<file path="src/rtl/pow2_lanes.sv">
`default_nettype none
`timescale 1ns/1ps
// ============================================================================
// Module   : pow2_lanes
// Brief    : Multi-lane 2^(x-max) unit (2^f ~ 1+f) with a three-stage
//            elastic pipeline and a saturating per-vector lane sum.
// Revision : 1.0 - initial release
// ============================================================================
module pow2_lanes #(
    parameter int LANES     = 4,
    parameter int DATA_SIZE = 8,
    parameter int FRAC      = 4,
    parameter int OUT_W     = 12,
    parameter int SUM_W     = 16
) (
    input  logic                         clk,
    input  logic                         rst_n,
    input  logic                         in_valid,
    output logic                         in_ready,
    input  logic [LANES*DATA_SIZE-1:0]   in_x,
    input  logic [DATA_SIZE-1:0]         in_max,
    input  logic                         in_last,
    output logic                         out_valid,
    input  logic                         out_ready,
    output logic [LANES*OUT_W-1:0]       out_pow,
    output logic                         out_last,
    output logic                         sum_valid,
    output logic [SUM_W-1:0]             sum_out
);

    localparam int c_d_w = DATA_SIZE + 1;
    localparam int c_i_w = c_d_w - FRAC;
    localparam int c_m_w = FRAC + 1;
    localparam int c_t_w = ((SUM_W > OUT_W) ? SUM_W : OUT_W) + $clog2(LANES) + 1;
    localparam logic [31:0] c_sat_shift = 32'(OUT_W - FRAC);

    logic [LANES*c_d_w-1:0]  w_d;
    logic [LANES*c_i_w-1:0]  w_i;
    logic [LANES*c_m_w-1:0]  w_mant;
    logic [LANES*OUT_W-1:0]  w_r_flat;

    logic [LANES*c_d_w-1:0]  r_s1_d;
    logic                    r_s1_valid;
    logic                    r_s1_last;
    logic [LANES*c_i_w-1:0]  r_s2_i;
    logic [LANES*c_m_w-1:0]  r_s2_mant;
    logic                    r_s2_valid;
    logic                    r_s2_last;
    logic [LANES*OUT_W-1:0]  r_out_pow;
    logic                    r_out_valid;
    logic                    r_out_last;
    logic [SUM_W-1:0]        r_acc;

    logic                    w_ld1;
    logic                    w_ld2;
    logic                    w_ld3;
    logic [c_t_w-1:0]        w_lane_sum;
    logic [c_t_w-1:0]        w_base;
    logic [c_t_w-1:0]        w_total;
    logic [SUM_W-1:0]        w_acc_next;

    for (genvar l = 0; l < LANES; l++) begin : g_lane
        logic [DATA_SIZE-1:0] w_xl;
        logic [c_i_w-1:0]     w_si;
        logic [c_m_w-1:0]     w_sm;
        logic [c_i_w-1:0]     w_neg;
        logic [OUT_W-1:0]     w_r;

        // Sign-extend both operands one bit so the difference never overflows.
        assign w_xl = in_x[l*DATA_SIZE +: DATA_SIZE];
        assign w_d[l*c_d_w +: c_d_w] = {w_xl[DATA_SIZE-1], w_xl} - {in_max[DATA_SIZE-1], in_max};

        // The upper bits of d are floor(d / 2^FRAC); the low bits are the fraction.
        assign w_i[l*c_i_w +: c_i_w]    = r_s1_d[l*c_d_w + FRAC +: c_i_w];
        assign w_mant[l*c_m_w +: c_m_w] = {1'b1, r_s1_d[l*c_d_w +: FRAC]};

        assign w_si  = r_s2_i[l*c_i_w +: c_i_w];
        assign w_sm  = r_s2_mant[l*c_m_w +: c_m_w];
        assign w_neg = ~w_si + c_i_w'(1);

        // mant lies in [2^FRAC, 2^(FRAC+1)), so mant<<i overflows exactly when i >= OUT_W-FRAC.
        always_comb begin
            w_r = '0;
            if (!w_si[c_i_w-1]) begin
                if (32'(w_si) >= c_sat_shift) begin
                    w_r = '1;
                end else begin
                    w_r = OUT_W'(w_sm) << w_si;
                end
            end else begin
                w_r = OUT_W'(w_sm >> w_neg);
            end
        end

        assign w_r_flat[l*OUT_W +: OUT_W] = w_r;
    end

    always_comb begin
        w_lane_sum = '0;
        for (int l = 0; l < LANES; l++) begin
            w_lane_sum = w_lane_sum + {{(c_t_w-OUT_W){1'b0}}, w_r_flat[l*OUT_W +: OUT_W]};
        end
        // A held last beat is being handed off whenever stage 3 reloads, so start fresh.
        w_base     = (r_out_valid && r_out_last) ? '0 : {{(c_t_w-SUM_W){1'b0}}, r_acc};
        w_total    = w_base + w_lane_sum;
        w_acc_next = (w_total > {{(c_t_w-SUM_W){1'b0}}, {SUM_W{1'b1}}}) ? '1 : w_total[SUM_W-1:0];
    end

    assign w_ld3    = !r_out_valid || out_ready;
    assign w_ld2    = !r_s2_valid || w_ld3;
    assign w_ld1    = !r_s1_valid || w_ld2;
    assign in_ready = w_ld1;

    always_ff @(posedge clk or negedge rst_n) begin
        if (!rst_n) begin
            r_s1_d      <= '0;
            r_s1_valid  <= 1'b0;
            r_s1_last   <= 1'b0;
            r_s2_i      <= '0;
            r_s2_mant   <= '0;
            r_s2_valid  <= 1'b0;
            r_s2_last   <= 1'b0;
            r_out_pow   <= '0;
            r_out_valid <= 1'b0;
            r_out_last  <= 1'b0;
            r_acc       <= '0;
        end else begin
            if (w_ld1) begin
                r_s1_valid <= in_valid;
                if (in_valid) begin
                    r_s1_d    <= w_d;
                    r_s1_last <= in_last;
                end
            end
            if (w_ld2) begin
                r_s2_valid <= r_s1_valid;
                if (r_s1_valid) begin
                    r_s2_i    <= w_i;
                    r_s2_mant <= w_mant;
                    r_s2_last <= r_s1_last;
                end
            end
            if (w_ld3) begin
                r_out_valid <= r_s2_valid;
                if (r_s2_valid) begin
                    r_out_pow  <= w_r_flat;
                    r_out_last <= r_s2_last;
                    r_acc      <= w_acc_next;
                end else if (r_out_valid && r_out_last) begin
                    r_acc <= '0;
                end
            end
        end
    end

    assign out_valid = r_out_valid;
    assign out_pow   = r_out_pow;
    assign out_last  = r_out_last;
    assign sum_out   = r_acc;
    assign sum_valid = r_out_valid && r_out_last;

endmodule
`default_nettype wire

</file>
<file path="config.mk">
export PLATFORM = sky130hd
export DESIGN_NAME = pow2_lanes
export DESIGN_NICKNAME = d
export VERILOG_FILES = /design/src/rtl/pow2_lanes.sv
export SDC_FILE = /design/constraint.sdc
export NUM_CORES = 1
export LEC_CHECK = 0
export BUFFER_PORTS_ARGS = -buffer_cell sky130_fd_sc_hd__buf_2
export CAP_MARGIN = 5
export CORE_MARGIN = 2
export CORE_UTILIZATION = 30
export CTS_CLUSTER_DIAMETER = 40
export DETAILED_ROUTE_END_ITERATION = 7
export PLACE_DENSITY_LB_ADDON = 0.12
export SLEW_MARGIN = 20
export SYNTH_ARGS = -nofsm -noshare
export SYNTH_HDL_FRONTEND = slang
export SYNTH_SLANG_ARGS = --single-unit
export TNS_END_PERCENT = 5
</file>
<file path="constraint.sdc">
create_clock -name clk -period 17.2 [get_ports clk]
set_clock_uncertainty 0.2 [all_clocks]
set_input_delay 0.86 -clock clk [delete_from_list [all_inputs] [get_ports clk]]
set_output_delay 0.86 -clock clk [all_outputs]
set_load 0.005 [all_outputs]
</file>
* After elaboration in Yosys (flattened, before gate mapping) *
Index checks and enable logic that the tools add are counted.

operators by class
  add/subtract/negate cells = 12
  magnitude comparators = 5
  shift operators = 8
  mux-type cells = 12
  bitwise operators = 4
  reduce and logical (&&, ||, !) cells = 12

operators by type and width
  cell                  count
  $mux 12               8
  $mux 16               4
  $shl 5x5->12          4
  $shr 5x5->12          4
  $sub 8x8->9           4
  $add 5x1->5 const B   4
  $ge 5x4->1 const B    4
  $not 5->5             4
  $add 16x15->17        1
  $gt 17x16->1 const B  1
  $add 14x12->15        1
  $add 13x12->14        1
  $add 12x12->13        1
  $reduce_and 2->1      4
  $logic_not 1->1       3
  $logic_or 1x1->1      3
  $reduce_bool 2->1     1
  $logic_and 1x1->1     1

storage, ports and cells
  bits in registers = 146
  input port bits = 45
  output and inout bits = 68
  logic and storage cells = 64

* Longest topological paths before layout *
  depth after elaboration = 11
  gate-level depth with buffers = 25

* Least setup slack after synthesis *
No wires, ideal clock.

  path kind = flip-flop to flip-flop
  start point = reg r_s2_i[5]
  end point = reg r_acc[13], in the netlist sum_out[13]
  library setup time = 126 ps
  arrival = 5387 ps
  setup slack = 11487 ps
  cell stages (with the launch flop) = 23
  period minus slack after synthesis = 5713 ps
  cells stage by stage = dfrtp_1 clkbuf_1 buf_2 inv_1 ha_1 clkbuf_1 mux2_2 a21oi_1 o22ai_1 fa_1 inv_1 fa_1 fa_1 inv_1 ha_1 fa_1 a21oi_1 o211ai_1 a21oi_2 o221ai_1 a21oi_1 xnor2_1 a221o_1

on the way
  cells in the longest elaborated chain, start to end = 11

ends and longest elaborated chain
  what                        line  source
  start, declared             45    logic [LANES*c_i_w-1:0] r_s2_i;
  start signal, assigned      138   r_s2_i <= w_i;
  $not 5->5                   79    assign w_neg = ~w_si + c_i_w'(1);
  $add 5x1->5                 79
  $shr 5x5->12                91    w_r = OUT_W'(w_sm >> w_neg);
  $mux 12 *                   84    if (!w_si[c_i_w-1]) begin
  named net g_lane[1].w_r[1]  67    logic [OUT_W-1:0] w_r;
  $add 12x12->13 *            101   w_lane_sum = w_lane_sum + {{(c_t_w-OUT_W){1'b0}}, w_r_flat[l*OUT_W +: OUT_W]};
  $add 13x12->14 *            101
  $add 14x12->15 *            101
  $add 16x15->17 *            105   w_total = w_base + w_lane_sum;
  $gt 17x16->1                106   w_acc_next = (w_total > {{(c_t_w-SUM_W){1'b0}}, {SUM_W{1'b1}}}) ? '1 : w_total[SUM_W-1:0];
  $mux 16 *                   106
  $mux 16 *                   145   if (r_s2_valid) begin
  end signal, assigned        148   r_acc <= w_acc_next;
  end, declared               52    logic [SUM_W-1:0] r_acc;

The timed path passes the listed nets; every way through them passes the cells marked *.
A chain may end at the register's enable or synchronous reset.

* Final worst setup path *
Same ends and word-level chain as after synthesis.

==> metrics.md <==
| Metric | Value |
|---|---|
| Top delay family on crit path | `adder cells` |
| Max layer used | `met5` |
| Slew @ Worst Pin | `955 ps` |
| CP max stage delay | `790 ps` |
| Final Instance Count excl. Fillers | `1672` |
| Cells along the critical path | `inv_1, ha_1, inv_1, nand2_1, o21ai_1, nand3_1, o32ai_1, fa_1, fa_1, inv_1, fa_1, inv_1, ha_1, nand4_1, a311oi_2, a21oi_2, o31ai_4, and2_4, a221o_1` |
| Critical path capture point type | `register` |
| P&R area growth vs syn | `15.2%` |
| Average size of a mapped cell | `8.92 sq um` |
| Critical-path top delay cell | `o32ai_1` |
| H-tree Lvls | `4` |
| PortBufs | `112` |
| Final period util | `36.6%` |
| Die footprint | `0.0353 sq mm` |
| Ys Warns | `0` |
| Row count | `67` |
| HP Start | `out_pow[18]$_DFFE_PN0P_` |
| Initial antenna violation count | `1` |
| Die Wd | `188 um` |
| Most used DFF post-synth | `dfrtp_1` |
| Root Buffer Master | `clkbuf_16` |
| Syn nets | `1278` |
| Gr usage total | `16.6%` |
| Fin. Hold Viols | `0` |
| Overflow after GRT | `0` |
| F_max | `159 MHz` |
| R2r endpoint | `sum_out[13]$_DFFE_PN0P_` |
| Resize count post-CTS | `0` |
| Vias in the first global route | `7924` |
| Asr flop ratio synth | `100%` |
| Placed Cells incl. Taps | `1640` |
| Via density | `4.84` |
| CP startpoint kind | `register` |
| Status | `finished, final reports clean` |
| Synth area leader | `dfrtp_1` |
| Routed vias | `8097` |
| Clk Latency, worst-skew pair | `430 ps` |
| DRT iter0 DRCs | `522` |
| Global placer's final weighted congestion | `0.862` |
| Wl on met1 | `14500 um` |
| Worst Hold Depth | `2` |
| CP Buf/Inv Count | `4` |
| N_diodes | `0` |
| Core area | `0.0334 sq mm` |
| R2R setup slack | `10900 ps` |
| Final-report max-slew violation count | `0` |
| Post-CTS Hold Buffers | `0` |
| Hold Crit Class | `register to register` |
| Tmin final | `6300 ps` |
| #FFs+latches synth | `143` |
| Setup CP Type | `register to register` |
| Post-synth top cells | `nand2_1, dfrtp_1, o21ai_1` |
| Clock sink count | `143` |
| Rel. slew slack | `36.3%` |
| Postcts setup bufs | `0` |
| Post-route ant nets | `0` |
| Cell count after synthesis | `1139` |
| Reg2reg path depth | `19` |
| Clk slew on worst S/H paths | `60 ps` |
| Global-route wire length before repair | `45700 um` |
| Yosys top cell area share | `35.2%` |
| Layout cells sized above 1 | `15.7%` |
| TritonCTS clock tree | `yes` |
| Reg2reg start | `r_s2_i[5]$_DFFE_PN0P_` |
| Max FO, Critical Path | `21` |
| Final net count | `1350` |
| CP required | `17370 ps` |
| Initial DRT Pass Iterations | `5` |
| Register area share after synthesis | `35.2%` |
| Sum Neg Setup Slack | `0 ps` |
| Post-synth EDFFs | `0` |
| Netlist cell types | `60` |
| RSZ-0062 raised after global routing | `no` |
| Routed wl met2 | `12400 um` |
| Fillcell total | `3530` |
| Cell area after synthesis | `0.0102 sq mm` |
| Routed wire per std cell | `17.1 um` |
| DRC errors left | `0` |
| IO Pins | `113` |
| CTS Buf Count | `17` |
| Largest net degree at the start of global routing | `96` |
| Die H | `188 um` |
| Dominant cells by area after synthesis | `dfrtp_1, fa_1, nand2_1, ha_1, o21ai_1` |
| Max Root-Sink Buffers | `2` |
| Post-Route WL | `28600 um` |
| Detailed Place HPWL | `21900 um` |
| Worst-case hold path end point | `out_pow[18]$_DFFE_PN0P_` |
| CP most frequent cell | `inv_1` |
| Max Cap Viol | `0` |
| Met3 WL post-DR | `883 um` |
| Final Setup Violations | `0` |
| CP arrival | `6470 ps` |
| Effective utilization at floorplan | `30.4%` |
| Most common cell in the netlist | `nand2_1` |
## cells by family (layout without fill, tap and decap cells)
family / after synthesis / in the layout / share of synthesized area, %
AO/OA/AOI/OAI: 291 / 291 / 17.4
XOR/XNOR: 28 / 28 / 2.41
adder cells (fa/ha/maj): 94 / 94 / 14.5
buffers and inverters: 156 / 241 / 6.15
flip-flops: 143 / 143 / 35.2
multiplexers: 78 / 78 / 8.35
AND/OR/NAND/NOR: 349 / 349 / 16.0
## cell type report
| type | instances | area, sq um | share of cell area (%) |
|---|---|---|---|
| Sequential cell | 143 | 3580 | 30.6 |
| Timing Repair Buffer | 117 | 604 | 5.16 |
| Multi-Input combinational cell | 840 | 5960 | 50.9 |
| Inverter | 92 | 345 | 2.95 |
| Clock buffer | 20 | 447 | 3.82 |
| Clock inverter | 12 | 209 | 1.79 |
| Tap cell | 448 | 561 | 4.79 |
## tightest hold or removal path, stage by stage (launching register included)
cell and delay [ps]:
dfrtp_1 340, nand2_1 50, nand2_1 50
## worst max path at each step
stage                                startpoint                 endpoint  slack [ps]  cells after the start
after floorplan           r_s2_i[5]$_DFFE_PN0P_  sum_out[13]$_DFFE_PN0P_       11490                     22
after global routing      r_s2_i[5]$_DFFE_PN0P_  sum_out[13]$_DFFE_PN0P_       10560                     19
after CTS                 r_s2_i[5]$_DFFE_PN0P_  sum_out[11]$_DFFE_PN0P_       10950                     19
final                     r_s2_i[5]$_DFFE_PN0P_  sum_out[13]$_DFFE_PN0P_       10900                     19
after detailed placement  r_s2_i[5]$_DFFE_PN0P_  sum_out[11]$_DFFE_PN0P_       10970                     19
after global placement    r_s2_i[5]$_DFFE_PN0P_  sum_out[11]$_DFFE_PN0P_       10940                     19
## cells in the final DEF (no fill, tap or decap), types with 6 or more instances in the layout
cell type  count
a211o_1        9
a21o_1        17
a21oi_1       83
a31oi_1       13
and2_1        14
buf_2        111
clkbuf_16     17
dfrtp_1      143
fa_1          39
ha_1          55
inv_1         87
mux2_1        26
mux2_2        28
mux2i_1       24
nand2_1      183
nand2b_1      22
nand3_1       16
nand4_1        8
nor2_1        45
nor2b_1       15
nor3_1         9
nor3b_1        8
nor4b_1        8
o21ai_0       13
o21ai_1       94
o22ai_1        6
o31ai_1       11
xnor2_1       19
xor2_1         9
## layer usage
metal	global-route usage (%)	up-vias
met5	0	-
met4	6.15	2
met3	2.17	36
met2	24.5	163
met1	24.6	3821
li1	-	4075
## stage by stage
| step | worst slack, ps | area, sq um | hold slack [ps] | utilization, % |
|---|---|---|---|---|
| global route | 10560 | 11700 | 294 | 35.0 |
| CTS | 10950 | 11700 | 276 | 35.0 |
| detailed placement | 10970 | 11000 | 260 | 33.0 |
| finish | 10900 | 11700 | 269 | 35.0 |
| global placement | 10940 | 11000 | 258 | 33.0 |
| floorplan | 11490 | 10200 | 233 | - |
## state kept, by name, indices dropped and copies added (netlist names)
signal	cells
out_pow	48
r_s1_d	36
r_s2_i	20
r_s2_mant	17
sum_out	16
out_last	1
out_valid	1
r_s1_last	1
r_s1_valid	1
r_s2_last	1
r_s2_valid	1
Power is not shown: default switching activity piles up to over one toggle a cycle in this logic, so the estimate is an artifact.
